[config.mk]
export PLATFORM = sky130hd
export DESIGN_NAME = veldt_fv_mem_env
export DESIGN_NICKNAME = d
export VERILOG_FILES = /design/src/rtl/veldt_fv_mem_env.sv
export SDC_FILE = /design/constraint.sdc
export NUM_CORES = 1
export LEC_CHECK = 0
export CAP_MARGIN = 20
export CORE_MARGIN = 4
export CORE_UTILIZATION = 40
export CTS_BUF_LIST = sky130_fd_sc_hd__clkbuf_8
export DETAILED_ROUTE_END_ITERATION = 8
export PLACE_DENSITY = 0.63
export SYNTH_ARGS = -nofsm -noshare
export SYNTH_HDL_FRONTEND = slang
export SYNTH_SLANG_ARGS = --single-unit
[constraint.sdc]
create_clock -name clock -period 19.9 [get_ports clock]
set_clock_uncertainty 0.1 [all_clocks]
set_input_delay 1.99 -clock clock [delete_from_list [all_inputs] [get_ports clock]]
set_output_delay 1.99 -clock clock [all_outputs]
set_load 0.01 [all_outputs]
[src/rtl/veldt_fv_mem_env.sv]
// In-order, multi-outstanding memory responder for the Veldt core formal/sim harness.
// Adds latency, bounded stalls, a read-after-write shadow table and requester protocol checking.
module veldt_fv_mem_env #(
    parameter int ADDR_W    = 32,
    parameter int DATA_W    = 32,
    parameter int DEPTH     = 4,
    parameter int LATENCY   = 1,
    parameter int MAX_STALL = 3,
    parameter int SHADOW_EN = 1,
    parameter int SHADOW_AW = 4
) (
    input  logic                   clock,
    input  logic                   reset,
    input  logic                   req_valid,
    output logic                   req_ready,
    input  logic                   req_we,
    input  logic [ADDR_W-1:0]      req_addr,
    input  logic [DATA_W-1:0]      req_wdata,
    input  logic [DATA_W/8-1:0]    req_mask,
    output logic                   rsp_valid,
    input  logic                   rsp_ready,
    output logic [DATA_W-1:0]      rsp_rdata,
    input  logic                   rand_stall,
    input  logic [DATA_W-1:0]      rand_rdata,
    output logic [$clog2(DEPTH):0] outstanding,
    output logic                   proto_err
);

    localparam int PW     = $clog2(DEPTH);
    localparam int CW     = PW + 1;
    localparam int AGW    = $clog2(LATENCY + 1);
    localparam int SW     = (MAX_STALL > 0) ? $clog2(MAX_STALL + 1) : 1;
    localparam int NB     = DATA_W / 8;
    localparam int TAG_W  = ADDR_W - 2;
    localparam int SH_N   = 1 << SHADOW_AW;
    localparam int HOLD_W = 1 + ADDR_W + DATA_W + NB;

    localparam logic [CW-1:0]  DEPTH_V = CW'(DEPTH);
    localparam logic [AGW-1:0] LAT_V   = AGW'(LATENCY);
    localparam logic [SW-1:0]  MAXS_V  = SW'(MAX_STALL);

    logic [PW-1:0]               wr_ptr_q, wr_ptr_d, rd_ptr_q, rd_ptr_d, cand_idx;
    logic [CW-1:0]               count_q, count_d, count_after_pop;
    logic [DEPTH-1:0][AGW-1:0]   age_q, age_d;
    logic [DATA_W-1:0]           fifo_rdata_q [DEPTH];

    logic [SH_N-1:0]             sh_valid_q, sh_valid_d;
    logic [TAG_W-1:0]            sh_tag_q [SH_N];
    logic [DATA_W-1:0]           sh_data_q [SH_N];
    logic [SHADOW_AW-1:0]        sh_idx;
    logic [TAG_W-1:0]            req_tag;
    logic                        sh_hit, sh_wr;
    logic [DATA_W-1:0]           sh_merge, acc_rdata;

    logic                        rsp_valid_q, rsp_valid_d;
    logic [DATA_W-1:0]           rsp_rdata_q, rsp_rdata_d;
    logic [SW-1:0]               stall_run_q, stall_run_d, stall_base;

    logic                        stalled_q, stalled_d;
    logic [HOLD_W-1:0]           hold_q, hold_d;
    logic                        proto_err_q, proto_err_d;

    logic                        accept, retire, cand_valid, cand_elig;
    logic [DATA_W-1:0]           cand_rdata;

    assign req_ready   = (count_q < DEPTH_V);
    assign accept      = req_valid && req_ready;
    assign retire      = rsp_valid_q && rsp_ready;
    assign sh_idx      = req_addr[SHADOW_AW+1:2];
    assign req_tag     = req_addr[ADDR_W-1:2];
    assign sh_hit      = (SHADOW_EN != 0) && sh_valid_q[sh_idx] && (sh_tag_q[sh_idx] == req_tag);
    assign sh_wr       = accept && req_we && (SHADOW_EN != 0);

    // Byte merge: unmasked bytes keep the old shadow word on a hit, zero otherwise.
    genvar gi;
    generate
        for (gi = 0; gi < NB; gi++) begin : g_merge
            assign sh_merge[gi*8 +: 8] = req_mask[gi] ? req_wdata[gi*8 +: 8]
                                       : (sh_hit ? sh_data_q[sh_idx][gi*8 +: 8] : 8'h00);
        end
        // Age is the cycle count since accept: the accept cycle is 0, so the stored value starts at 1.
        for (gi = 0; gi < DEPTH; gi++) begin : g_age
            assign age_d[gi] = (accept && (wr_ptr_q == PW'(gi))) ? AGW'(1)
                             : ((age_q[gi] < LAT_V) ? age_q[gi] + 1'b1 : age_q[gi]);
        end
    endgenerate

    always_comb begin
        // Write acks carry zero data, so the FIFO only needs the response word.
        acc_rdata       = req_we ? '0 : (sh_hit ? sh_data_q[sh_idx] : rand_rdata);
        sh_valid_d      = sh_valid_q;
        if (sh_wr) begin
            sh_valid_d[sh_idx] = 1'b1;
        end

        wr_ptr_d        = accept ? wr_ptr_q + 1'b1 : wr_ptr_q;
        rd_ptr_d        = retire ? rd_ptr_q + 1'b1 : rd_ptr_q;
        count_d         = count_q + CW'(accept) - CW'(retire);
        count_after_pop = count_q - CW'(retire);

        // Head for the next cycle; when nothing remains it is the slot being filled now.
        cand_idx   = rd_ptr_d;
        cand_valid = (count_after_pop != '0) || accept;
        cand_elig  = (age_d[cand_idx] >= LAT_V);
        cand_rdata = (count_after_pop != '0) ? fifo_rdata_q[cand_idx] : acc_rdata;

        stall_base  = retire ? '0 : stall_run_q;
        stall_run_d = stall_base;
        rsp_valid_d = 1'b0;
        rsp_rdata_d = '0;
        if (rsp_valid_q && !rsp_ready) begin
            rsp_valid_d = 1'b1;
            rsp_rdata_d = rsp_rdata_q;
        end else if (cand_valid && cand_elig) begin
            if (rand_stall && (stall_base < MAXS_V)) begin
                stall_run_d = stall_base + 1'b1;
            end else begin
                rsp_valid_d = 1'b1;
                rsp_rdata_d = cand_rdata;
            end
        end

        // A refused request must be held unchanged until it is accepted.
        hold_d      = {req_we, req_addr, req_wdata, req_mask};
        stalled_d   = req_valid && !req_ready;
        proto_err_d = proto_err_q || (stalled_q && (!req_valid || (hold_d != hold_q)));
    end

    always_ff @(posedge clock) begin
        if (reset) begin
            wr_ptr_q    <= '0;
            rd_ptr_q    <= '0;
            count_q     <= '0;
            age_q       <= '0;
            sh_valid_q  <= '0;
            rsp_valid_q <= 1'b0;
            rsp_rdata_q <= '0;
            stall_run_q <= '0;
            stalled_q   <= 1'b0;
            hold_q      <= '0;
            proto_err_q <= 1'b0;
        end else begin
            wr_ptr_q    <= wr_ptr_d;
            rd_ptr_q    <= rd_ptr_d;
            count_q     <= count_d;
            age_q       <= age_d;
            sh_valid_q  <= sh_valid_d;
            rsp_valid_q <= rsp_valid_d;
            rsp_rdata_q <= rsp_rdata_d;
            stall_run_q <= stall_run_d;
            stalled_q   <= stalled_d;
            hold_q      <= hold_d;
            proto_err_q <= proto_err_d;
        end
    end

    // Storage arrays carry no reset; pointers and valid bits gate their contents.
    always_ff @(posedge clock) begin
        if (accept) begin
            fifo_rdata_q[wr_ptr_q] <= acc_rdata;
        end
        if (sh_wr) begin
            sh_tag_q[sh_idx]  <= req_tag;
            sh_data_q[sh_idx] <= sh_merge;
        end
    end

    assign rsp_valid   = rsp_valid_q;
    assign rsp_rdata   = rsp_rdata_q;
    assign outstanding = count_q;
    assign proto_err   = proto_err_q;

endmodule
==> summary.txt <==
Run status
  – Outcome: completed

Place
  – IO buf count: 143
  – Pre-CTS WS: between 10 and 15 ns
  – DP HPWL: 71.6 mm
  – Final GP Congestion: roughly 0.8
  – Placed cells: roughly 4500

Finish
  – Non-Filler Instances: 4853
  – Layout Nets: 3182
  – Area growth syn-to-layout: 14.3%
  – Most frequent cells in the layout: 1120 x edfxtp_1, 243 x mux4_2, 235 x nand2_1
  – Share of cells above drive strength 1: 0.196
  – Commonest non-fill, non-tap cell in the layout: edfxtp_1

Global route
  – Vias in the first global route: 27100
  – Largest net degree at the start of global routing: 150
  – First-pass GRT wire length: 186 mm
  – Initial antenna violation count: 7
  – Gr ovfl total: 0
  – GRT Util Overall: 0.195

CTS
  – CTS tree: done
  – Max clock buf depth: 3
  – H-Tree Depth: 4
  – CTS Root Buffer Type: clkbuf_8
  – CTS clk-pin slew, worst paths: around 0.060 ns
  – CTS Buf Count: 192
  – Post-cts sizing count: 0
  – Clock net sink count: 1249
  – Worst skew pair latency: roughly 0.83 ns
  – Hold Buf Count CTS: 0
  – Number of setup buffers added after CTS: 0

STA
  – Slew Limit Headroom: 0.221
  – Crit share post-route: 0.356
  – Setup TNS: 0 ns
  – Final hold vios: 0
  – Final min period: 7.08 ns
  – Worst slew pin tran: 1.17 ns
  – Fin worst setup slack: 12.82 ns
  – Endpoints failing setup: 0
  – Slew Limit Fails: 0
  – RSZ-0062 raised after global routing: no
  – Fmax: 141 MHz

Yosys
  – Register area share after synthesis: 0.733
  – Syn. warnings: 0
  – Count of different cell masters after synthesis: 71
  – Post-synth top flop: edfxtp_1
  – Ys async rst share: 0
  – Cell area after synthesis: 49400 um^2
  – Mean area per synthesized cell: 17.7 um^2
  – Synth Net Count: between 2000 and 3000
  – Post-Syn Instances: 2796
  – EDFF count, synth: 1120
  – Flop and latch count out of synthesis: 1249

Detailed routing
  – Vias: 26800
  – Met2 WL: 59.6 mm
  – Vias per std cell: 5.53
  – Total Wirelength: 127 mm
  – DR pass1 iterations: 5
  – Top Metal Used: met5
  – WL met1: 53.6 mm
  – Met3 WL: 11.3 mm
  – DRC: 0
  – WL/cell: between 20 and 30 um
  – ANT nets after route: 0
  – Iter 0 DRT Violations: 2830

Floorplan
  – Initial core utilization: 0.404
  – Height of the die: 359 um
  – Std-Cell Rows: 128
  – # IOs: 144
  – Die Span X: 359 um
  – DIE AREA: between 100000 and 150000 um^2
  – Core area: between 100000 and 150000 um^2

Worst setup path
  – CP Cell Sequence: buf_8 > buf_12 > buf_4 > mux4_2 > mux2i_1 > nand2_1 > or4_1 > a32oi_1 > and4_4 > buf_4 > nand3_1 > nand2_1
  – Highest-delay cell along the critical path: buf_4
  – CP endpoint kind: flip-flop
  – Worst EP required: 20.36 ns
  – Crit path launch type: primary input
  – CP Buf/Inv Count: 4
  – Worst Path Max Fanout: 149
  – Max incr delay on CP: 0.84 ns
  – Critical Path AT: 7.54 ns
  – Worst setup path class: in -> reg
  – Largest delay share family, worst path: buffers and inverters

Min path
  – Min-delay worst type: reg -> reg

Flow run
  – Max cap viols: 0

Pwr
  – PD cells: 95.5 nW/um^2
  – Pleak: 18.9 nW
  – VDD IR max: 0.0514 mV
registers in the layout (all words and copies together) (netlist names):
signal        flops
rsp_rdata        32
rsp_valid         1
proto_err         1
sh_tag_q        480
sh_data_q       512
rd_ptr_q          2
outstanding       3
wr_ptr_q          2
stalled_q         1
sh_valid_q       16
hold_q           69
stall_run_q       2
fifo_rdata_q    128
metrics by stage:
stage           util  power (W)  hold slack (ns)  area [um^2]
2_1_floorplan      -    0.00327            0.333        49400
3_3_place_gp   0.433    0.00347            0.346        52900
3_5_place_dp   0.433    0.00347            0.358        52900
4_1_cts        0.462    0.00544            0.372        56400
5_1_grt        0.462    0.00561            0.404        56500
6_report       0.462    0.00539            0.371        56500
report_power, final:
part | total (W) | internal [W] | switching [W]
Sequential | 0.00295 | 0.00293 | 0.0000253
Combinational | 0.000460 | 0.000187 | 0.000273
Clock | 0.00198 | 0.00101 | 0.000967
Total | 0.00539 | 0.00413 | 0.00126
area by class of cell:
cell class	count	area, um^2
well taps	1625	2030
clock inverters	142	694
clock buffers	209	2880
inverters	83	312
multi-input cells	1312	12200
repair buffers	229	2130
fillers	10400	65700
diodes	4	10.0
flip-flops and latches	1249	36200
path summary, 6_finish.rpt:
path	startpoint	endpoint	slack [ns]	cells after the start
worst max-delay path	req_addr[3]	sh_data_q[3][0]	12.82	12
worst min-delay path	sh_valid_q[1]	sh_valid_q[1]	0.37	2
worst max register to register	sh_tag_q[7][4]	sh_data_q[3][0]	15.03	9
worst min register to register	sh_valid_q[1]	sh_valid_q[1]	0.37	2
logic make-up after synthesis:
family / Yosys count / share of synthesized area
xor+xnor: 67 / 0.0119
simple gates: 554 / 0.0504
flops: 1249 / 0.733
compound gates: 300 / 0.0397
fa+ha+maj: 9 / 0.00243
mux: 382 / 0.139
buf+inv: 235 / 0.0228
tightest hold or removal path: cells and delay by family, from the launching register on:
family | cells | cell delay [ns]
and+or+nand+nor | 2 | 0.12
DFF | 1 | 0.32
cells in the mapped netlist (6+ instances only):
library cell / count / area (um^2)
nand2b_1: 8 / 50.1
nor3_1: 14 / 70.1
mux2i_1: 120 / 1200
nor4_1: 15 / 93.8
clkbuf_1: 72 / 270
buf_6: 10 / 113
ha_1: 8 / 100
buf_2: 31 / 155
o21ai_0: 40 / 200
o21ba_2: 6 / 60.1
nand3_1: 36 / 180
nor2_1: 144 / 541
mux2_2: 19 / 214
inv_1: 81 / 304
xnor2_1: 53 / 464
a221oi_1: 14 / 123
buf_4: 18 / 135
nand4_1: 14 / 87.6
mux4_2: 243 / 5470
a21oi_1: 82 / 410
a22oi_1: 44 / 330
dfxtp_1: 129 / 2580
o21ai_1: 26 / 130
and2_1: 7 / 43.8
o32ai_1: 6 / 52.6
xor2_1: 14 / 123
nand2_1: 235 / 882
o22ai_1: 20 / 125
buf_1: 17 / 63.8
edfxtp_1: 1120 / 33600
a22o_1: 7 / 61.3
nor2b_1: 56 / 350
a31oi_1: 7 / 43.8
routing by layer:
| metal | track usage | vias to the layer above |
|---|---|---|
| met2 | 0.303 | 1232 |
| met4 | 0.0572 | 2 |
| li1 | - | 11500 |
| met5 | 0 | - |
| met1 | 0.274 | 13800 |
| met3 | 0.0481 | 199 |
Note: power is estimated with default switching activity, not from simulation.
==> RTL change, RTL diff (same flow settings) <==
`rsp_rdata_q` no longer has a reset.
--- a/src/rtl/veldt_fv_mem_env.sv
+++ b/src/rtl/veldt_fv_mem_env.sv
@@ -134,7 +134,6 @@
             age_q       <= '0;
             sh_valid_q  <= '0;
             rsp_valid_q <= 1'b0;
-            rsp_rdata_q <= '0;
             stall_run_q <= '0;
             stalled_q   <= 1'b0;
             hold_q      <= '0;
@@ -146,12 +145,15 @@
             age_q       <= age_d;
             sh_valid_q  <= sh_valid_d;
             rsp_valid_q <= rsp_valid_d;
-            rsp_rdata_q <= rsp_rdata_d;
             stall_run_q <= stall_run_d;
             stalled_q   <= stalled_d;
             hold_q      <= hold_d;
             proto_err_q <= proto_err_d;
         end
+    end
+
+    always_ff @(posedge clock) begin
+        rsp_rdata_q <= rsp_rdata_d;
     end
 
     // Storage arrays carry no reset; pointers and valid bits gate their contents.
Function: changed (Yosys sat finds a counterexample within 4 cycles, from zero or initial values and one cycle with reset high).
==> RTL change against the original RTL <==
Synthesized cell count up 0.43%; synthesized area rose by 1.2%; total power rose by 3.1%; largest power group unchanged; critical path depth grew 3; worst hold slack got worse by 0.0059 ns; first-iteration DRC count decreased by 2.9%; routed wire length rose by 1.4%; design area grew 1.7%; sequential cell count stayed put; setup slack worse by 1.0 ns.
==> RTL change: results (changes against the original RTL) <==
CTS
  – Postcts setup bufs: 0 (unchanged)
  – Longest Clk Path Bufs: 3 (unchanged)
  – Clk Tree Root Cell: clkbuf_8
  – Clk_lat worst skew: 0.87 ns (+0.04 ns)
  – TritonCTS Buffers: 196 (+2.1%)
  – Post-CTS Resized: 0 (unchanged)

Synth
  – Ranking of synthesized cells by area: edfxtp_1 69%, mux4_2 11%, dfxtp_1 3.9%
  – Sequential share of the synthesized area: 73.1% (-0.21 points)
  – Post-synth top cells: 1,152 x edfxtp_1, 244 x nand2_1, 243 x mux4_2
  – Post-Synth Adder-Cell Area: 0.240% (-0.0028 points)
  – Post-synth EDFFs: 1,152 (+2.9%)
  – Synth unique cells: 68 (-4.2%)
  – Synth Area in XOR/XNOR: 1.33% (+0.14 points)
  – Avg Inst Size Synth: 17.8 µm² (+0.74%)
  – Syn_nets: 2,923 (+0.41%)
  – Post-synthesis compound-gate area fraction: 4.12% (+0.16 points)
  – Mux contribution to synthesized area: 13.8% (-0.18 points)

Global routing
  – Largest net degree at the start of global routing: 129 (-14%)
  – GRT Util Overall: 19.6% (+0.097 points)
  – Initial antenna violation count: 10 (+3)
  – First-pass GRT wire length: 189,000 µm (+1.5%)
  – M1 GR Usage: 27.6% (+0.24 points)
  – Total congestion overflow: 0 (unchanged)
  – Met3 Resource Use GR: 4.16% (-0.65 points)
  – Met2 GRT Util: 31.2% (+0.87 points)

Critical path
  – CP max-delay cell: buf_4
  – R2R Setup Slk: 14.70 ns (-0.33 ns)
  – CP max FO: 100 (-33%)
  – Worst EP arrival: 8.72 ns (+1.18 ns)
  – CP max stage delay: 0.87 ns (+0.03 ns)

Drt
  – Met3 routed WL: 10,300 µm (-8.8%)
  – Wirelength per Cell: 26.3 µm (+0.41%)
  – Via count: 27.1k (+0.92%)
  – Met2 Wirelength: 61,500 µm (+3.2%)
  – Drt drc: 0 (unchanged)
  – Wl on met1: 54,700 µm (+2.0%)
  – Post-Route WL: 129,000 µm (+1.4%)
  – Initial DRC count: 2,748 (-2.9%)
  – DRT Pass-1 Iters: 6 (+1)

Placement
  – RD Place Congestion: 0.772 (-2.1%)
  – HPWL Detailed: 73,400 µm (+2.5%)
  – Worst slack at placement: 10.97 ns (-0.934 ns)
  – Post-Place Cells: 4,530 (+0.73%)

Layout
  – Proportion of layout cells with a drive suffix above 1: 20.5% (+0.91 points)
  – Max reg flops: 512 (unchanged)
  – # fillers: 10.4k (+0.17%)
  – Fin nets: 3,206 (+0.75%)

STA
  – Hold_ws: 0.365 ns (-0.00588 ns)
  – Slew HR: 23.5% (+1.4 points)
  – Max frequency: 123 MHz (-13%)

Power and ir drop
  – VDD IR-drop max: 0.0000641 V (+25%)
  – LEAKAGE: 19.2 nW (+1.7%)

Status
  – Status: complete, no violations
[RTL change: cell types whose count changed after synthesis, sizes merged, moves of 30 or more]
cell,unedited run,this run
o21ai,66,7
inv,83,42
nor2b,56,94
mux2i,120,83
o211ai,2,38
a2bb2oi,0,32
dfxtp,129,97
edfxtp,1120,1152
mux2,19,51
a22oi,44,13
nand4,14,44
[RTL change: area by class of cell]
type	count	area share [%]
clock inverter	145	1.29
timing repair buffer	252	3.95
antenna	6	0.0261
inverter	42	0.277
clock buffer	218	5.22
multi-input combinational	1350	22.1
sequential	1249	63.6
tap	1637	3.57
[RTL change: cells by family (layout without fill, tap and decap cells)]
family,count (synthesis),in the layout
AOI/OAI and AO/OA,286,286
xor gates and xnor gates,76,76
adders and majority gates,9,9
buffers and inverters,209,657
DFF,1249,1249
muxes,377,377
other,0,6
and+or+nand+nor,602,602
[RTL change: power by group]
part,switching [mW],internal [mW]
logic,0.308,0.228
clock network,0.986,1.05
registers,0.0312,2.96
[RTL change: critical path, delay by kind of cell]
| family | cells | cell delay (ns) |
|---|---|---|
| buffers and inverters | 7 | 3.73 |
| AND/OR/NAND/NOR | 3 | 0.53 |
| multiplexers | 1 | 0.38 |
| AO/OA/AOI/OAI | 4 | 1.76 |
[RTL change: worst paths after layout]
check,startpoint,to,cells after the start
max,req_addr[3],sh_data_q[3][9],15
min,stalled_q,proto_err,2
max reg2reg,sh_tag_q[11][23],sh_data_q[3][9],12
min reg2reg,stalled_q,proto_err,2
[RTL change: per-stage QoR]
step / utilization (%) / power (mW) / instance area (µm²)
final: 46.4 / 5.56 / 57400
after global routing: 46.4 / 5.78 / 57400
after floorplan: - / 3.34 / 50000
after global placement: 43.4 / 3.58 / 53700
after detailed placement: 43.4 / 3.59 / 53700
after CTS: 46.4 / 5.62 / 57400
